**config.mk**
```make
export PLATFORM = sky130hd
export DESIGN_NAME = elec_sr_loader
export DESIGN_NICKNAME = d
export VERILOG_FILES = /design/src/rtl/cemf_sr_pkg.sv /design/src/rtl/sr_tick_gen.sv /design/src/rtl/elec_sr_loader.sv
export SDC_FILE = /design/constraint.sdc
export NUM_CORES = 1
export LEC_CHECK = 0
export BUFFER_PORTS_ARGS = -buffer_cell sky130_fd_sc_hd__buf_2
export CAP_MARGIN = 20
export CORE_MARGIN = 2
export CORE_UTILIZATION = 28
export CTS_CLUSTER_SIZE = 24
export DETAILED_ROUTE_END_ITERATION = 8
export GPL_TIMING_DRIVEN = 0
export HOLD_SLACK_MARGIN = 0.1
export PLACE_DENSITY = 0.51
export SLEW_MARGIN = 10
export SYNTH_ARGS = -nofsm -noshare
export SYNTH_HDL_FRONTEND = slang
export SYNTH_SLANG_ARGS = --single-unit
```
**constraint.sdc**
```tcl
create_clock -name clock -period 9.6 [get_ports clock]
set_clock_uncertainty 0.1 [all_clocks]
set_input_delay 0.96 -clock clock [delete_from_list [all_inputs] [get_ports clock]]
set_output_delay 0.96 -clock clock [all_outputs]
set_load 0.005 [all_outputs]
```
**src/rtl/cemf_sr_pkg.sv**
```systemverilog
// rtl/cemf_sr_pkg.sv - shared constants for the CEMF electrode shift-register loader
package cemf_sr_pkg;

    localparam int DEF_N_ELECTRODES = 128;
    localparam int DEF_CLK_DIV      = 4;

    localparam logic [1:0] ST_IDLE   = 2'd0;
    localparam logic [1:0] ST_SHIFT  = 2'd1;
    localparam logic [1:0] ST_LATCH  = 2'd2;
    localparam logic [1:0] ST_FINISH = 2'd3;

    function automatic int clog2(input int value);
        int result = 0;
        for (int v = value - 1; v > 0; v = v >> 1) begin
            result++;
        end
        return result;
    endfunction

endpackage

```
**src/rtl/sr_tick_gen.sv**
```systemverilog
// rtl/sr_tick_gen.sv - CLK_DIV divider producing the half-period wrap tick and phase flag
module sr_tick_gen
    import cemf_sr_pkg::*;
#(
    parameter int CLK_DIV = DEF_CLK_DIV
) (
    input  logic clock,
    input  logic rst,
    input  logic clear,
    input  logic enable,
    output logic tick,
    output logic phase
);

    localparam int DIV_W = (clog2(CLK_DIV) < 1) ? 1 : clog2(CLK_DIV);
    localparam logic [DIV_W-1:0] DIV_LAST = DIV_W'(CLK_DIV - 1);

    logic [DIV_W-1:0] div_cnt;

    assign tick = enable && (div_cnt == DIV_LAST);

    // phase 0 = sr_clk low half, phase 1 = sr_clk high half
    always_ff @(posedge clock or posedge rst) begin
        if (rst) begin
            div_cnt <= '0;
            phase   <= 1'b0;
        end else if (clear) begin
            div_cnt <= '0;
            phase   <= 1'b0;
        end else if (enable) begin
            if (tick) begin
                div_cnt <= '0;
                phase   <= ~phase;
            end else begin
                div_cnt <= div_cnt + 1'b1;
            end
        end
    end

endmodule

```
**src/rtl/elec_sr_loader.sv**
```systemverilog
// rtl/elec_sr_loader.sv - serial loader for the external electrode shift-register chain
module elec_sr_loader
    import cemf_sr_pkg::*;
#(
    parameter int N_ELECTRODES = DEF_N_ELECTRODES,
    parameter int CLK_DIV      = DEF_CLK_DIV
) (
    input  logic                    clock,
    input  logic                    rst,
    input  logic                    enable_sr_out,
    input  logic [N_ELECTRODES-1:0] elec_config,
    output logic                    sr_clk,
    output logic                    sr_data,
    output logic                    sr_latch,
    output logic                    sr_busy,
    output logic                    sr_finish
);

    localparam int CNT_W = clog2(N_ELECTRODES);
    localparam logic [CNT_W-1:0] BIT_LAST = CNT_W'(N_ELECTRODES - 1);

    logic [1:0]              state;
    logic                    req_d;
    // MSB goes straight to sr_data at capture, so the shadow only keeps the rest
    logic [N_ELECTRODES-2:0] shadow;
    logic [CNT_W-1:0]        bit_cnt;
    logic                    start;
    logic                    accept;
    logic                    tick;
    logic                    phase;

    assign start  = enable_sr_out & ~req_d;
    assign accept = start && (state == ST_IDLE);

    sr_tick_gen #(
        .CLK_DIV(CLK_DIV)
    ) u_tick_gen (
        .clock (clock),
        .rst   (rst),
        .clear (accept),
        .enable((state == ST_SHIFT) || (state == ST_LATCH)),
        .tick  (tick),
        .phase (phase)
    );

    always_ff @(posedge clock or posedge rst) begin
        if (rst) begin
            state     <= ST_IDLE;
            req_d     <= 1'b0;
            shadow    <= '0;
            bit_cnt   <= '0;
            sr_clk    <= 1'b0;
            sr_data   <= 1'b0;
            sr_latch  <= 1'b0;
            sr_busy   <= 1'b0;
            sr_finish <= 1'b0;
        end else begin
            req_d <= enable_sr_out;
            case (state)
                ST_IDLE: begin
                    if (start) begin
                        shadow  <= elec_config[N_ELECTRODES-2:0];
                        bit_cnt <= '0;
                        sr_data <= elec_config[N_ELECTRODES-1];
                        sr_clk  <= 1'b0;
                        sr_busy <= 1'b1;
                        state   <= ST_SHIFT;
                    end
                end
                ST_SHIFT: begin
                    if (tick) begin
                        if (!phase) begin
                            sr_clk <= 1'b1;
                        end else begin
                            // falling-phase wrap: advance to the next bit
                            sr_clk <= 1'b0;
                            shadow <= shadow << 1;
                            if (bit_cnt == BIT_LAST) begin
                                bit_cnt  <= '0;
                                sr_data  <= 1'b0;
                                sr_latch <= 1'b1;
                                state    <= ST_LATCH;
                            end else begin
                                bit_cnt <= bit_cnt + 1'b1;
                                sr_data <= shadow[N_ELECTRODES-2];
                            end
                        end
                    end
                end
                ST_LATCH: begin
                    if (tick) begin
                        sr_latch  <= 1'b0;
                        sr_busy   <= 1'b0;
                        sr_finish <= 1'b1;
                        state     <= ST_FINISH;
                    end
                end
                ST_FINISH: begin
                    sr_finish <= 1'b0;
                    state     <= ST_IDLE;
                end
                default: begin
                    state <= ST_IDLE;
                end
            endcase
        end
    end

endmodule

```
**Word level (Yosys, flattened, before mapping)**

Index checks and enable logic that the tools add are counted.

- Flip-flop bits (word level): 145
- Latch bits: 0
- RAM bits: 0
- Bits in read-only memories: 0
- Bits of input ports: 131
- Output and inout port bits: 5
- Word-level logic and storage cells: 82
- Memories kept: 0

- $add $sub $neg: 2
- Multiply operators: 0
- Div/mod/pow operators: 0
- Order comparisons: 0
- Equality and inequality tests: 10
- Shifts and indexed selects: 0
- Muxes and demuxes: 39
- Bitwise operators: 3
- Reductions and logical operators: 17

Operator list:

| cell | number |
|---|---|
| $mux 127 | 3 |
| $pmux 127 s2 | 1 |
| $mux 7 | 4 |
| $mux 1 | 16 |
| $mux 2 | 8 |
| $pmux 7 s2 | 1 |
| $reduce_bool 2->1 | 6 |
| $pmux 1 s2 | 5 |
| $reduce_and 5->1 | 2 |
| $pmux 2 s4 | 1 |
| $add 7x1->7 const B | 1 |
| $eq 7x7->1 const B | 1 |
| $eq 2x2->1 const B | 3 |
| $ne 2x2->1 const B | 3 |
| $reduce_and 3->1 | 2 |
| $ne 2x1->1 const B | 2 |
| $reduce_and 2->1 | 2 |
| $reduce_and 4->1 | 1 |
| $add 2x1->2 const B | 1 |
| $eq 2x1->1 const B | 1 |
| $logic_and 1x1->1 | 2 |
| $logic_not 2->1 | 1 |
| $not 1->1 | 2 |
| $and 1x1->1 | 1 |
| $logic_or 1x1->1 | 1 |

**Logic depth before layout (Yosys ltp)**

Gate-level depths: netlist of run 1.

- Depth in word-level cells: 6
- Gate-level depth with buffers: 10
- Mapped depth without buffers: 6

**Cells and area by module**

A second synthesis of run 1 with hierarchy kept.

- Cell total of the unflattened synthesis: 656
- Area total of the unflattened synthesis: 6771.5 sq um

Modules (own cells, without submodules):

| module | times used | cells an instance | area an instance (sq um) |
|---|---|---|---|
| elec_sr_loader | 1 | 642 | 6615.1 |
| sr_tick_gen | 1 | 14 | 156.4 |

**Worst setup path before layout of run 1**

Ideal clock, no wire load.

- Kind: input to register
- Start: input port enable_sr_out
- End: register bit_cnt[5]
- Setup time: 0.077 ns
- Data arrival time: 2.147 ns
- Data required time: 9.423 ns
- Setup slack: 7.276 ns
- Cell stages on the path: 6
- Path buffers: 2
- Cell sequence: nand2b_1 > buf_2 > a22o_1 > buf_6 > or4_1 > a21oi_1

- Cells in the longest elaborated chain, start to end: 3

RTL lines:

| element | line | RTL |
|---|---|---|
| start, declared | elec_sr_loader.sv:10 | `input logic enable_sr_out,` |
| $and 1x1->1 | elec_sr_loader.sv:32 | `assign start = enable_sr_out & ~req_d;` |
| $ne 2x2->1 (no source line) | - |  |
| $reduce_and 4->1 (no source line) | - |  |
| end signal, assigned | elec_sr_loader.sv:84 | `bit_cnt <= bit_cnt + 1'b1;` |
| end, declared | elec_sr_loader.sv:26 | `logic [CNT_W-1:0] bit_cnt;` |

No other way between the ends.
A chain may end at the register's enable or synchronous reset.

**Worst setup path in the final report of run 1**

- Start: register state[0]
- End: register shadow[21]

- Cells in the longest elaborated chain, start to end: 5
- Elaborated cells between the ends (all ways): 11
- Those cells by class: eq/ne: 5; mux: 1; reduce/logical: 5

RTL lines:

| element | line | RTL |
|---|---|---|
| start, declared | elec_sr_loader.sv:22 | `logic [1:0] state;` |
| start signal, assigned | elec_sr_loader.sv:48 | `state <= ST_IDLE;` |
| start signal, assigned | elec_sr_loader.sv:67 | `state <= ST_SHIFT;` |
| start signal, assigned | elec_sr_loader.sv:82 | `state <= ST_LATCH;` |
| $eq 2x1->1 or $eq 2x2->1 (tied branches) | elec_sr_loader.sv:41, elec_sr_loader.sv:59 |  |
| $logic_or 1x1->1 | elec_sr_loader.sv:41 | `.enable((state == ST_SHIFT) \|\| (state == ST_LATCH)),` |
| $logic_and 1x1->1 | sr_tick_gen.sv:20 | `assign tick = enable && (div_cnt == DIV_LAST);` |
| $ne 2x2->1 (no source line) | - |  |
| $reduce_and 4->1 (no source line) | - |  |
| end signal, assigned | elec_sr_loader.sv:62 | `shadow <= elec_config[N_ELECTRODES-2:0];` |
| end signal, assigned | elec_sr_loader.sv:77 | `shadow <= shadow << 1;` |
| end, declared | elec_sr_loader.sv:25 | `logic [N_ELECTRODES-2:0] shadow;` |

Several ways; a longest one is shown, not always the timed one.

==> results.rst, run 1 <==
.. list-table::
   :header-rows: 1

   * - Metric
     - Value
   * - Required time of the critical path
     - 9830 ps
   * - Area share of the largest cell type after synthesis
     - 0.543
   * - Antenna violations before repair
     - 4
   * - Setup repair after global routing missed its margin
     - false
   * - CTS sink cnt
     - 145
   * - Post-synth EDFFs
     - 0
   * - Port Buffers
     - 135
   * - Power Dens Cells
     - 337 nW/µm²
   * - Pin count of the biggest net entering global routing
     - 96
   * - Highest achievable clock rate
     - 354 MHz
   * - Buffer depth of the longest clock path
     - 2
   * - Kind of path behind the tightest hold check
     - register to register
   * - Clock tree from TritonCTS
     - built
   * - Worst Setup Start Kind
     - register
   * - # fillers
     - 2405
   * - Number of standard cells after synthesis
     - 648
   * - Die boundary width
     - 158 µm
   * - Detailed-route via count
     - 5137
   * - Routed Antenna Nets
     - 0
   * - DP Wirelength
     - 11600 µm
   * - Final setup viols
     - 0
   * - Final hold viol count
     - 0
   * - Number of warnings issued by yosys
     - 0
   * - TritonCTS buffer count
     - 17
   * - Total negative slack for setup checks
     - 0 ps
   * - Crit path capture type
     - register
   * - Count of boundary I/O pins
     - 136
   * - Post-synthesis net count
     - 785
   * - Arr. time, crit path
     - 3050 ps
   * - Leading cell types by total area after synthesis
     - sky130_fd_sc_hd__dfrtp_1 (54%), sky130_fd_sc_hd__mux2i_1 (19%), sky130_fd_sc_hd__o21ai_0 (9.8%), sky130_fd_sc_hd__nand2_1 (7.3%), sky130_fd_sc_hd__clkbuf_1 (1.9%)
   * - Register area share after synthesis
     - 0.543
   * - CTS Hold Buffers Added
     - 0
   * - Switching component of the power
     - 1.06 mW
   * - Unique cell type count in the Yosys netlist
     - 26
   * - Cell taking the most area after synthesis
     - sky130_fd_sc_hd__dfrtp_1
   * - Die Height
     - 158 µm
   * - Die Area
     - 25100 µm²
   * - Total leakage power
     - 3.91 nW
   * - Minimum clock period
     - 2820 ps
   * - Number of cells after detailed placement
     - 1103
   * - Worst rel slew slack
     - 0.458
   * - Clock-pin slew reported for the worst setup and hold paths after clock tree synthesis
     - 60 ps
   * - Post-synth ARST share
     - 1.00
   * - All-layer global routing usage
     - 0.141
   * - Share of the core filled with cells
     - 0.358
   * - Post-detailed-routing wire length
     - 16800 µm
   * - Setup slack of the most critical reg-to-reg path
     - 6780 ps
   * - Dominant cell by count in the synthesized netlist
     - sky130_fd_sc_hd__dfrtp_1
   * - Mean routed wirelength per cell
     - 14.7 µm
   * - First-pass GRT wire length
     - 27700 µm
   * - Most instantiated cells after synthesis
     - sky130_fd_sc_hd__dfrtp_1 (145), sky130_fd_sc_hd__o21ai_0 (131), sky130_fd_sc_hd__nand2_1 (130), sky130_fd_sc_hd__mux2i_1 (129), sky130_fd_sc_hd__clkbuf_1 (33)
   * - Synthesized area per cell
     - 10.3 µm²
   * - Vias in the first global route
     - 5405
   * - Proportion of power drawn by the clock network
     - 0.248
   * - Standard-cell row count
     - 56
   * - Drt first pass iters
     - 4
   * - Most frequently used flop master after synthesis
     - sky130_fd_sc_hd__dfrtp_1
   * - Layout cells sized above 1
     - 0.222
   * - Cells resized by post-CTS repair
     - 0
   * - Max Slew Vio Count
     - 0
   * - Share of the clock period used by the worst path after layout
     - 0.294
   * - Count of unresolved DRC violations after routing
     - 0
   * - Area growth syn-to-layout
     - 25.9%
   * - Actual slew at the worst max-slew pin
     - 813 ps
   * - Worst supply voltage drop on vdd
     - 0.111 mV
   * - Sequential fraction of design power
     - 0.371
   * - Clock Root Buffer
     - sky130_fd_sc_hd__clkbuf_16
   * - Routability-driven placement congestion ratio
     - 0.725
   * - Number of max-capacitance violations reported
     - 0
   * - H-tree lvl count
     - 4
   * - Maximum fanout encountered on the critical timing path
     - 10
   * - Initial drt markers
     - 205
   * - Final #Nets
     - 940
   * - Post-Synthesis Cell Area
     - 6680 µm²
   * - Total setup buffers inserted after CTS
     - 0
   * - Via-per-instance ratio
     - 4.51
   * - Run status
     - complete, no violations
   * - Type of the worst setup path
     - register to register
   * - Initial cell density of the core
     - 0.284
   * - Share of power burned in combinational logic
     - 0.381
   * - Net switching fraction of the power
     - 0.375
   * - Flop and latch count out of synthesis
     - 145
   * - Clock latency of the later-clocked register in the worst-skew pair
     - 420 ps
   * - Internal portion of total power
     - 1.77 mW
   * - Core ar.
     - 23500 µm²
   * - Total gr overflow
     - 0
   * - Count of placed standard cells in the final layout, fillers left out
     - 1138
worst paths after layout:
kind                                        startpoint                endpoint  depth (start not counted)
min in group asynchronous                          rst  shadow[21]$_DFFE_PP0P_                          2
max in group asynchronous                          rst  shadow[88]$_DFFE_PP0P_                          3
worst min-delay path            shadow[13]$_DFFE_PP0P_  shadow[13]$_DFFE_PP0P_                          2
worst max-delay path              state[0]$_DFFE_PP0P_  shadow[21]$_DFFE_PP0P_                          9
worst min register to register  shadow[13]$_DFFE_PP0P_  shadow[13]$_DFFE_PP0P_                          2
worst max register to register    state[0]$_DFFE_PP0P_  shadow[21]$_DFFE_PP0P_                          9
per-stage QoR:
step           cell area [µm²]  setup slack (ps)  total power [mW]  hold slack [ps]
4_1_cts                   8400              6700              2.88              384
6_report                  8410              6780              2.83              377
2_1_floorplan             6680              4650              1.85              350
5_1_grt                   8400              6450              3.09              402
3_3_place_gp              7750              2450              2.14              360
3_5_place_dp              7790              6390              2.16              370
critical path, stage by stage (launching register included):
cell,delay (ps)
sky130_fd_sc_hd__dfrtp_1,370
sky130_fd_sc_hd__inv_1,80
sky130_fd_sc_hd__ha_1,370
sky130_fd_sc_hd__nand4_1,180
sky130_fd_sc_hd__a22o_1,210
sky130_fd_sc_hd__buf_6,160
sky130_fd_sc_hd__clkbuf_1,630
sky130_fd_sc_hd__clkbuf_1,440
sky130_fd_sc_hd__nand2_1,100
sky130_fd_sc_hd__o21ai_0,100
placed cells by master (no fill, tap or decap), drive strengths merged, types with 3 or more instances in the layout:
| cell type | instances |
|---|---|
| clkbuf | 54 |
| diode | 3 |
| buf | 149 |
| dfrtp | 145 |
| o21ai | 131 |
| a22o | 5 |
| nor2 | 10 |
| a21oi | 11 |
| or3 | 3 |
| inv | 14 |
| ha | 6 |
| nand2 | 130 |
| mux2i | 129 |
| a22oi | 3 |
| bufinv | 3 |
| nand3 | 4 |
routing by layer:
metal  wire length (µm)  vias to the layer above  share of wire  track usage
li1                   -                     2561              -            -
met1               8130                     2455           0.48        0.190
met2               7390                      105           0.44        0.215
met3               1070                       14          0.064       0.0484
met4                170                        2          0.010       0.0442
met5                 13                        -        0.00078            0
sequential cells by signal, indices dropped and copies added (netlist names):
name,flops
shadow,127
bit_cnt,7
state,2
u_tick_gen.div_cnt,2
req_d,1
sr_busy,1
sr_clk,1
sr_data,1
sr_finish,1
sr_latch,1
u_tick_gen.phase,1
logic make-up after synthesis:
family                   after synthesis  synth area share
AND/OR/NAND/NOR                      154            0.0909
flip-flops                           145             0.543
adder cells (fa/ha/maj)                6            0.0112
AO/OA/AOI/OAI                        156             0.123
multiplexers                         130             0.195
XOR/XNOR                               1           0.00131
buffers and inverters                 56            0.0349
layout make-up:
class,instances,area (µm²),area share
plain buffers,46,195,0.0232
diodes,3,7.51,0.000893
well taps,319,399,0.0475
repair buffers,136,703,0.0837
flip-flops and latches,145,3630,0.432
clock buffers,21,460,0.0548
multi-input cells,447,2820,0.335
inverters,10,45.0,0.00536
clock inverters,11,150,0.0179
power by group through the flow:
stage	combinational, mW	clock [mW]	sequential [mW]
final	1.08	0.702	1.05
after global routing	1.25	0.753	1.09
after CTS	1.10	0.724	1.05
after detailed placement	1.10	0	1.06
after global placement	1.09	0	1.06
after floorplan	0.826	0	1.02
Note: power is estimated with default switching activity, not from simulation.
==> run 2, diff against run 1 <==
--- a/config.mk
+++ b/config.mk
@@ -13,7 +13,7 @@
 export DETAILED_ROUTE_END_ITERATION = 8
 export GPL_TIMING_DRIVEN = 0
 export HOLD_SLACK_MARGIN = 0.1
-export PLACE_DENSITY = 0.51
+export PLACE_DENSITY = 0.53
 export SLEW_MARGIN = 10
 export SYNTH_ARGS = -nofsm -noshare
 export SYNTH_HDL_FRONTEND = slang
==> constraint.sdc (replaced) <==
create_clock -name clock -period 2.3 [get_ports clock]
set_clock_uncertainty 0.1 [all_clocks]
set_input_delay 0.23 -clock clock [delete_from_list [all_inputs] [get_ports clock]]
set_output_delay 0.23 -clock clock [all_outputs]
set_load 0.005 [all_outputs]
==> run 2 against run 1 <==
Maximum frequency is 29% higher. Core utilization is 6.0 points higher. Wire length is 6.2% higher. Count of clock-buffer cells in the layout stayed put. Cell area is 17% higher. Sequential share of layout area is 6.2 points lower. Critical path depth is 1 lower. Critical path type unchanged.
==> results.rst, run 2 (synthesized netlist as in run 1, its figures left out) <==
.. list-table::
   :header-rows: 1

   * - Metric
     - Value
   * - Run status
     - complete, no violations
   * - Number of inserted diodes
     - 0
   * - Total gr overflow
     - 0
   * - Initial drt markers
     - 279
   * - Die Height
     - 158 µm
   * - Most Crowded Layer GR
     - met2
   * - Standard-cell row count
     - 56
   * - Number of max-capacitance violations reported
     - 0
   * - All-layer global routing usage
     - 0.147
   * - Maximum fanout encountered on the critical timing path
     - 10
   * - Switching component of the power
     - 4.45 mW
   * - Clock-pin slew reported for the worst setup and hold paths after clock tree synthesis
     - 60 ps
   * - Area growth syn-to-layout
     - 46.9%
   * - Share of power burned in combinational logic
     - 0.405
   * - Kind of path behind the tightest hold check
     - input pin to async pin
   * - Buffer depth of the longest clock path
     - 2
   * - Port Buffers
     - 135
   * - Flip-flop count of the largest register after layout
     - 127
   * - Met3 Use GR
     - 0.0367
   * - Final #Nets
     - 1075
   * - Worst supply voltage drop on vdd
     - 0.505 mV
   * - Clock tree from TritonCTS
     - built
   * - Combined flip-flop and latch cell area
     - 3630 µm²
   * - # fillers
     - 2290
   * - TritonCTS buffer count
     - 17
   * - Die Area
     - 25100 µm²
   * - Worst rel slew slack
     - 0.640
   * - Power Dens Cells
     - 1230 nW/µm²
   * - Final setup viols
     - 0
   * - Max Slew Vio Count
     - 0
   * - Setup repair after global routing missed its margin
     - false
   * - Arr. time, crit path
     - 2420 ps
   * - DP Wirelength
     - 11700 µm
   * - Minimum clock period
     - 2180 ps
   * - H-tree lvl count
     - 4
   * - Worst Setup Start Kind
     - register
   * - Crit path capture type
     - register
   * - Proportion of power drawn by the clock network
     - 0.229
   * - Highest achievable clock rate
     - 458 MHz
   * - Leading cell type in the layout, fill and taps excluded
     - sky130_fd_sc_hd__dfrtp_1
   * - Total negative slack for setup checks
     - 0 ps
   * - Regs by FF count
     - shadow (127), bit_cnt (7)
   * - Post-detailed-routing wire length
     - 17800 µm
   * - Initial cell density of the core
     - 0.284
   * - CTS sink cnt
     - 145
   * - Clock Root Buffer
     - sky130_fd_sc_hd__clkbuf_16
   * - Multi-input gate area in the final layout
     - 2840 µm²
   * - Vias in the first global route
     - 5970
   * - R2R cell count
     - 8
   * - Pin count of the biggest net entering global routing
     - 36
   * - Drt first pass iters
     - 5
   * - Die boundary width
     - 158 µm
   * - Antenna violations before repair
     - 0
   * - Actual slew at the worst max-slew pin
     - 539 ps
   * - Routed Antenna Nets
     - 0
   * - Required time of the critical path
     - 2540 ps
   * - Met2 Track Usage GR
     - 0.237
   * - Share of the clock period used by the worst path after layout
     - 0.949
   * - Via-per-instance ratio
     - 4.50
   * - Type of the worst setup path
     - register to register
   * - Sequential fraction of design power
     - 0.366
   * - Routing usage on met1
     - 0.196
   * - Minimum hold slack
     - 334 ps
   * - Register ranked first by flip-flop count
     - shadow
   * - Internal portion of total power
     - 7.57 mW
   * - Core ar.
     - 23500 µm²
   * - Net switching fraction of the power
     - 0.370
   * - Detailed-route via count
     - 5714
   * - Count of boundary I/O pins
     - 136
   * - Clock latency of the later-clocked register in the worst-skew pair
     - 410 ps
   * - Routability-driven placement congestion ratio
     - 0.739
   * - Total leakage power
     - 4.55 nW
   * - Commonest cells after routing, fill and taps aside
     - sky130_fd_sc_hd__dfrtp_1 (145), sky130_fd_sc_hd__buf_2 (144), sky130_fd_sc_hd__o21ai_0 (131)
   * - Count of unresolved DRC violations after routing
     - 0
   * - Final hold viol count
     - 0
   * - Mean routed wirelength per cell
     - 14.0 µm
   * - Layout cells sized above 1
     - 0.231
   * - First-pass GRT wire length
     - 29300 µm
[run 2: cell types whose count changed in the layout (fill, tap and decap cells not counted), sizes merged]
cell | previous run | this run
inv | 14 | 9
diode | 3 | 0
clkinvlp | 2 | 5
clkinv | 2 | 4
bufinv | 3 | 2
dlygate4sd3 | 0 | 130
clkbuf | 54 | 55
buf | 149 | 153
[run 2: path summary, 6_finish.rpt]
kind	end	slack [ps]	start
max in group asynchronous	shadow[90]$_DFFE_PP0P_	950	rst
max	bit_cnt[5]$_DFFE_PP0P_	120	state[1]$_DFFE_PP0P_
min	shadow[11]$_DFFE_PP0P_	330	rst
min in group clock	shadow[108]$_DFFE_PP0P_	380	shadow[108]$_DFFE_PP0P_
max reg2reg	bit_cnt[5]$_DFFE_PP0P_	120	state[1]$_DFFE_PP0P_
min reg2reg	shadow[108]$_DFFE_PP0P_	380	shadow[108]$_DFFE_PP0P_
[run 2: worst max-delay path: stages, from the launching register on]
cell	delay, ps
sky130_fd_sc_hd__dfrtp_1	390
sky130_fd_sc_hd__inv_2	90
sky130_fd_sc_hd__ha_1	160
sky130_fd_sc_hd__buf_4	130
sky130_fd_sc_hd__nand4_1	140
sky130_fd_sc_hd__a22o_1	270
sky130_fd_sc_hd__buf_6	150
sky130_fd_sc_hd__or4_1	530
sky130_fd_sc_hd__a21oi_2	150
[run 2: area by class of cell]
cell class,count,area share
well taps,319,0.0407
clock inverters,10,0.0112
multi-input cells,447,0.289
inverters,10,0.00421
clock buffers,21,0.0479
flip-flops and latches,145,0.370
plain buffers,46,0.0258
repair buffers,271,0.211
[run 2: what timing repair did]
item	4_1_cts	5_1_grt
setup buffers	0	2
setup endpoints to repair	112	125
resized for setup	30	18
hold endpoints to repair	149	0
pin swaps	0	2
hold buffers	130	0
[run 2: layer usage]
layer	vias up	share of wire
li1	2824	-
met1	2747	0.48
met2	125	0.47
met3	18	0.043
met4	0	0.013
met5	-	0
[run 2: power groups by stage]
stage,clock network (mW),logic (mW),registers (mW)
6_report,2.76,4.87,4.40
4_1_cts,2.84,4.86,4.40
5_1_grt,2.96,5.59,4.55
2_1_floorplan,0,3.45,4.27
3_3_place_gp,0,4.51,4.42
3_5_place_dp,0,4.61,4.43
[run 2: through the flow]
stage / setup WS [ps] / cell area (µm²) / power, mW / util / instances
floorplan: 151 / 6680 / 7.71 / - / 648
global placement: -1000 / 7760 / 8.94 / 0.330 / 1102
detailed placement: -582 / 7840 / 9.05 / 0.334 / 1106
CTS: 1.30 / 9760 / 12.1 / 0.416 / 1267
global route: 1.91 / 9810 / 13.1 / 0.418 / 1269
finish: 118 / 9810 / 12.0 / 0.418 / 1269
